$ cat config.mk
export PLATFORM = sky130hd
export DESIGN_NAME = text_write_ctrl
export DESIGN_NICKNAME = d
export VERILOG_FILES = /design/src/rtl/text_write_ctrl.sv
export SDC_FILE = /design/constraint.sdc
export NUM_CORES = 1
export LEC_CHECK = 0
export ABC_AREA = 1
export CAP_MARGIN = 20
export CORE_ASPECT_RATIO = 0.7
export CORE_MARGIN = 2
export CORE_UTILIZATION = 54
export DETAILED_ROUTE_END_ITERATION = 10
export GPL_TIMING_DRIVEN = 0
export PLACE_DENSITY = 0.83
export SYNTH_ARGS = -nofsm -noshare
export SYNTH_HDL_FRONTEND = slang
export SYNTH_SLANG_ARGS = --single-unit
$ cat constraint.sdc
create_clock -name clk_i -period 1.75 [get_ports clk_i]
set_input_delay 0.35 -clock clk_i [delete_from_list [all_inputs] [get_ports clk_i]]
set_output_delay 0.35 -clock clk_i [all_outputs]
set_load 0.02 [all_outputs]
$ cat src/rtl/text_write_ctrl.sv
`default_nettype none
// ============================================================================
// Module   : text_write_ctrl
// Purpose  : Write-port scheduler for the 80x30 text tile RAM. It arbitrates
//            between a UART byte stream, button edit pulses and an internal
//            clear-screen sequencer. It owns the text cursor and issues one
//            registered RAM write per accepted event.
// Ports    : clk_i        system clock
//            rst_ni       asynchronous active-low reset
//            btn_pulse_i  [0] write sw char, [1] cursor right, [2] clear
//            sw_i         character code for a btn_pulse_i[0] write
//            rx_data_i    UART byte; rx_valid_i / rx_ready_o handshake
//            we_o, waddr_o ({y,x}), wdata_o   registered RAM write port
//            cur_x_o, cur_y_o                  registered cursor position
//            busy_o       high while the clear sequencer runs
// Revision : 1.0  initial release
// ============================================================================
module text_write_ctrl #(
  parameter int         COLS     = 80,
  parameter int         ROWS     = 30,
  parameter logic [6:0] CLR_CHAR = 7'h00
) (
  input  logic        clk_i,
  input  logic        rst_ni,
  input  logic [2:0]  btn_pulse_i,
  input  logic [6:0]  sw_i,
  input  logic [7:0]  rx_data_i,
  input  logic        rx_valid_i,
  output logic        rx_ready_o,
  output logic        we_o,
  output logic [11:0] waddr_o,
  output logic [6:0]  wdata_o,
  output logic [6:0]  cur_x_o,
  output logic [4:0]  cur_y_o,
  output logic        busy_o
);

  localparam logic [6:0] LAST_X = 7'(COLS - 1);
  localparam logic [4:0] LAST_Y = 5'(ROWS - 1);

  localparam logic [7:0] CH_CR = 8'h0D;
  localparam logic [7:0] CH_LF = 8'h0A;
  localparam logic [7:0] CH_BS = 8'h08;

  typedef enum logic [0:0] {
    S_IDLE  = 1'b0,
    S_CLEAR = 1'b1
  } state_t;

  state_t      state_q;
  logic [6:0]  cur_x_q;
  logic [4:0]  cur_y_q;
  logic [6:0]  clr_x_q;   // next address the clear sequencer will write
  logic [4:0]  clr_y_q;
  logic        we_q;
  logic [11:0] waddr_q;
  logic [6:0]  wdata_q;
  logic        busy_q;

  // Combinational cursor neighbours
  logic [6:0] adv_x, ret_x, clr_nx;
  logic [4:0] adv_y, ret_y, clr_ny, lf_y;
  logic       rx_accept;

  always_comb begin
    // Advance one position, row-major, wrapping the whole screen
    adv_x = cur_x_q + 7'd1;
    adv_y = cur_y_q;
    if (cur_x_q == LAST_X) begin
      adv_x = 7'd0;
      adv_y = (cur_y_q == LAST_Y) ? 5'd0 : cur_y_q + 5'd1;
    end

    // Line feed: row only
    lf_y = (cur_y_q == LAST_Y) ? 5'd0 : cur_y_q + 5'd1;

    // Retreat one position for backspace, wrapping (0,0) to the last cell
    ret_x = cur_x_q - 7'd1;
    ret_y = cur_y_q;
    if (cur_x_q == 7'd0) begin
      ret_x = LAST_X;
      ret_y = (cur_y_q == 5'd0) ? LAST_Y : cur_y_q - 5'd1;
    end

    // Clear sequencer step; wraps to (0,0) after the last valid address,
    // which is how the sequencer recognises that it is finished
    clr_nx = clr_x_q + 7'd1;
    clr_ny = clr_y_q;
    if (clr_x_q == LAST_X) begin
      clr_nx = 7'd0;
      clr_ny = (clr_y_q == LAST_Y) ? 5'd0 : clr_y_q + 5'd1;
    end
  end

  // A clear request in the same cycle blocks the UART byte so it stays pending
  assign rx_ready_o = (state_q == S_IDLE) && !btn_pulse_i[2];
  assign rx_accept  = rx_valid_i && rx_ready_o;

  always_ff @(posedge clk_i or negedge rst_ni) begin
    if (!rst_ni) begin
      state_q <= S_IDLE;
      cur_x_q <= 7'd0;
      cur_y_q <= 5'd0;
      clr_x_q <= 7'd0;
      clr_y_q <= 5'd0;
      we_q    <= 1'b0;
      waddr_q <= 12'd0;
      wdata_q <= 7'd0;
      busy_q  <= 1'b0;
    end else begin
      we_q <= 1'b0;
      case (state_q)
        S_IDLE: begin
          if (btn_pulse_i[2]) begin
            // First clear write is issued right away at (0,0)
            state_q <= S_CLEAR;
            busy_q  <= 1'b1;
            cur_x_q <= 7'd0;
            cur_y_q <= 5'd0;
            we_q    <= 1'b1;
            waddr_q <= 12'd0;
            wdata_q <= CLR_CHAR;
            clr_x_q <= 7'd1;
            clr_y_q <= 5'd0;
          end else if (rx_accept) begin
            case (rx_data_i)
              CH_CR: cur_x_q <= 7'd0;
              CH_LF: cur_y_q <= lf_y;
              CH_BS: begin
                cur_x_q <= ret_x;
                cur_y_q <= ret_y;
                we_q    <= 1'b1;
                waddr_q <= {ret_y, ret_x};
                wdata_q <= CLR_CHAR;
              end
              default: begin
                we_q    <= 1'b1;
                waddr_q <= {cur_y_q, cur_x_q};
                wdata_q <= rx_data_i[6:0];
                cur_x_q <= adv_x;
                cur_y_q <= adv_y;
              end
            endcase
          end else if (btn_pulse_i[0]) begin
            we_q    <= 1'b1;
            waddr_q <= {cur_y_q, cur_x_q};
            wdata_q <= sw_i;
            cur_x_q <= adv_x;
            cur_y_q <= adv_y;
          end else if (btn_pulse_i[1]) begin
            cur_x_q <= adv_x;
            cur_y_q <= adv_y;
          end
        end

        S_CLEAR: begin
          if (clr_x_q == 7'd0 && clr_y_q == 5'd0) begin
            state_q <= S_IDLE;
            busy_q  <= 1'b0;
          end else begin
            we_q    <= 1'b1;
            waddr_q <= {clr_y_q, clr_x_q};
            wdata_q <= CLR_CHAR;
            clr_x_q <= clr_nx;
            clr_y_q <= clr_ny;
          end
        end

        default: state_q <= S_IDLE;
      endcase
    end
  end

  assign we_o    = we_q;
  assign waddr_o = waddr_q;
  assign wdata_o = wdata_q;
  assign cur_x_o = cur_x_q;
  assign cur_y_o = cur_y_q;
  assign busy_o  = busy_q;

endmodule
`default_nettype wire

==> flow_metrics.env <==
export IMPL_synth_cells=504
export IMPL_clockBufferDepth=2
export IMPL_max_freq_mhz=584
export IMPL_cellPowerDensity_mw_per_mm2=453
export IMPL_whs_ns=-0.0167
export IMPL_r2r_cells=8
export IMPL_worst_slew_pin_slew_ns=0.493
export IMPL_wl_per_cell_microns=15.2
export IMPL_drt_antenna_violating_nets=0
export IMPL_status="complete, but fails checks"
export IMPL_syn_nets=535
export IMPL_antennaDiodeCount=0
export IMPL_initial_core_util_pct=57.0
export IMPL_grt_usage_pct=27.9
export IMPL_rr_endpoint="clr_y_q[2]"
export IMPL_core_area_sq_mm=0.00584
export IMPL_internal_power_mw=1.43
export IMPL_path_clk_slew_ns=0.09
export IMPL_dp_hpwl_mm=7.15
export IMPL_design_die_area_sq_mm=0.00682
export IMPL_via_per_inst=5.60
export IMPL_ys_types=34
export IMPL_power_switching_mw=0.524
export IMPL_dr_total_vias=3664
export IMPL_final_cell_mix="194 x nand2_1, 42 x clkdlybuf4s50_1, 41 x dfrtp_1"
export IMPL_boundaryPins=55
export IMPL_setup_viol=0
export IMPL_relSlewSlack_pct=67.1
export IMPL_yosysSeqAreaShare_pct=34.6
export IMPL_worst_path_buf_inv=1
export IMPL_failed_checks="hold timing"
export IMPL_clk_latency_ns=0.31
export IMPL_area_growth_pct=29.4
export IMPL_crit_path_end_kind="output pin"
export IMPL_pre_cts_ws_ns=-0.858
export IMPL_switching_share_pct=26.8
export IMPL_die_y_microns=69.7
export IMPL_postCtsHoldBufs=0
export IMPL_ys_ff_latch=46
export IMPL_hp_class="input port to async pin"
export IMPL_rsz0062_at_grt="true"
export IMPL_critPathLaunchType="register"
export IMPL_setup_slack_ns=0.0390
export IMPL_drc=0
export IMPL_synth_area_sq_mm=0.00333
export IMPL_row_count=23
export IMPL_crit_chain="clkdlybuf4s50_1"
export IMPL_cap_violations=0
export IMPL_finClkSkew_ns=0.0122
export IMPL_syn_area_per_cell_sq_um=6.60
export IMPL_slew_viol_final=0
export IMPL_gp_congestion=0.952
export IMPL_period_minus_slack_ns=1.71
export IMPL_cts_root_buffer="clkbuf_8"
export IMPL_nNetsFinal=610
export IMPL_grt_overflow=0
export IMPL_final_layout_size_suffix_gt1_share_pct=16.1
export IMPL_drt_pass1_iter_count=5
export IMPL_die_w_microns=97.8
export IMPL_fin_crit_sh_pct=97.8
export IMPL_crit_family="buffers and inverters"
export IMPL_cts_tree="built"
export IMPL_fin_area_sq_mm=0.00431
export IMPL_reg2reg_slack_ns=0.07
export IMPL_cp_slowest_cell="clkdlybuf4s50_1"
export IMPL_grt_pass1_vias=3272
export IMPL_grt_start_max_net_pins=30
export IMPL_ir_drop_uv=336
export IMPL_combPwrFrac_pct=11.9
export IMPL_grt_pass1_wl_mm=15.5
export IMPL_critPathMaxStageDelay_ns=0.63
export IMPL_cts_sinks=46
export IMPL_p_leak_nw=2.13
export IMPL_seq_power_share_pct=55.0
export IMPL_hold_violations=12
export IMPL_post_route_util_pct=73.7
export IMPL_cp_arrival_ns=1.36
export IMPL_cts_buffers=5
export IMPL_place_area_sq_mm=0.00398
export IMPL_worstSetupPathType="register to output pin"
export IMPL_htree_levels=2
export IMPL_clkPwrFrac_pct=33.0
export IMPL_required_ns=1.40
export IMPL_drt_first_iter_violations=303
export IMPL_numPortBuffers=54
export IMPL_routed_wl_mm=9.93
export IMPL_yosysWarnings=0
export IMPL_final_common_cell="nand2_1"
export IMPL_r2r_start="clr_x_q[1]"
export IMPL_crit_path_max_fanout=4
export IMPL_antenna_found_initial=0
==> cell families (layout without fill, tap and decap cells) <==
| group | after synthesis | after routing | synth area share [%] |
|---|---|---|---|
| AO/OA/AOI/OAI | 65 | 65 | 11.1 |
| XOR/XNOR | 8 | 8 | 2.11 |
| AND/OR/NAND/NOR | 311 | 311 | 40.3 |
| flip-flops | 46 | 46 | 34.6 |
| buffers and inverters | 64 | 139 | 8.12 |
| adder cells (fa/ha/maj) | 10 | 10 | 3.76 |
==> worst max-delay path by stage <==
| stage | startpoint | end | slack [ns] | cells after the start |
|---|---|---|---|---|
| 6_report | cur_y_o[2] | cur_y_o[2] | 0.04 | 1 |
| 5_1_grt | clr_x_q[1] | clr_y_q[4] | -0.05 | 8 |
| 4_1_cts | cur_y_o[4] | cur_y_o[4] | 0.001 | 1 |
| 3_5_place_dp | btn_pulse_i[2] | rx_ready_o | -0.86 | 6 |
| 3_3_place_gp | rst_ni | clr_x_q[3] | -1.02 | 1 |
| 2_1_floorplan | cur_x_o[0] | waddr_o[3] | 0.03 | 12 |
==> worst reg2reg max path, stage by stage (launching register included) <==
cell	delay [ns]
dfrtp_1	0.40
ha_1	0.18
inv_1	0.09
nor2_1	0.19
nand3_2	0.17
a21oi_4	0.24
nand2_1	0.09
o21ai_0	0.15
a21oi_1	0.06
==> cell type report <==
cell class              count  area (sq um)
inverters                  50           196
plain buffers              14          92.6
clock inverters             2          10.0
flip-flops and latches     46          1160
well taps                  75          93.8
fillers                   471          1530
multi-input cells         394          2030
clock buffers               5          68.8
repair buffers             68           662
==> power groups by stage <==
stage	Combinational (mW)	Clock, mW	Sequential (mW)
after floorplan	0.0945	0	1.10
after global placement	0.202	0	1.10
after detailed placement	0.211	0	1.10
after CTS	0.218	0.655	1.07
after global routing	0.254	0.692	1.08
final	0.233	0.645	1.07
==> routing by layer <==
metal	up-vias	share of wire (%)	track usage (%)
met2	187	46	43.6
met3	14	8.4	4.23
met5	-	0	0
met1	1699	45	40.6
li1	1764	-	-
met4	0	1.4	6.94
==> flip-flops by register name, indices dropped and copies added (netlist names) <==
signal	flops
cur_x_o	7
wdata_o	7
busy_o	1
state_q	1
we_o	1
clr_x_q	7
waddr_o	12
clr_y_q	5
cur_y_o	5
==> synthesized netlist by cell type <==
| library cell | n | share of area, % |
|---|---|---|
| nand4_1 | 11 | 2.1 |
| nor2_1 | 37 | 4.2 |
| xor2_1 | 7 | 1.8 |
| a211oi_1 | 1 | 0.23 |
| buf_2 | 9 | 1.4 |
| a31oi_1 | 2 | 0.38 |
| inv_1 | 42 | 4.7 |
| nand3_2 | 1 | 0.30 |
| nor2_2 | 3 | 0.56 |
| o21ai_1 | 4 | 0.60 |
| a21oi_1 | 18 | 2.7 |
| nand2_4 | 2 | 0.68 |
| a21boi_0 | 1 | 0.23 |
| o21ai_0 | 31 | 4.7 |
| nor2_4 | 3 | 1.0 |
| nor3_1 | 3 | 0.45 |
| xnor2_1 | 1 | 0.26 |
| nand2_1 | 204 | 23 |
| o21ai_2 | 2 | 0.53 |
| inv_2 | 8 | 0.90 |
| o22ai_1 | 2 | 0.38 |
| nand3_4 | 1 | 0.53 |
| buf_4 | 1 | 0.23 |
| clkbuf_1 | 2 | 0.23 |
| nor2_8 | 1 | 0.60 |
| nand2_2 | 1 | 0.19 |
| ha_1 | 10 | 3.8 |
| dfrtp_1 | 46 | 35 |
| or2_2 | 3 | 0.56 |
| a21oi_4 | 1 | 0.49 |
| o211ai_1 | 2 | 0.45 |
| o21ai_4 | 1 | 0.49 |
| nand3_1 | 41 | 6.2 |
| buf_6 | 2 | 0.68 |
==> metrics by stage <==
step           total power [mW]  cells  TNS (ns)
2_1_floorplan              1.20    504         0
3_3_place_gp               1.30    633    -58.07
3_5_place_dp               1.31    634    -11.82
4_1_cts                    1.95    646         0
5_1_grt                    2.02    654    -0.214
6_report                   1.95    654         0
==> repair_timing <==
| item | CTS | global route |
|---|---|---|
| setup buffers | 5 | 8 |
| gates resized for setup | 18 | 44 |
| endpoints found under the setup margin | 34 | 41 |
| pin swaps | 1 | 12 |
| gates cloned | 0 | 0 |
| endpoints found under the hold margin | 0 | 0 |
(Power assumes the default switching activity.)
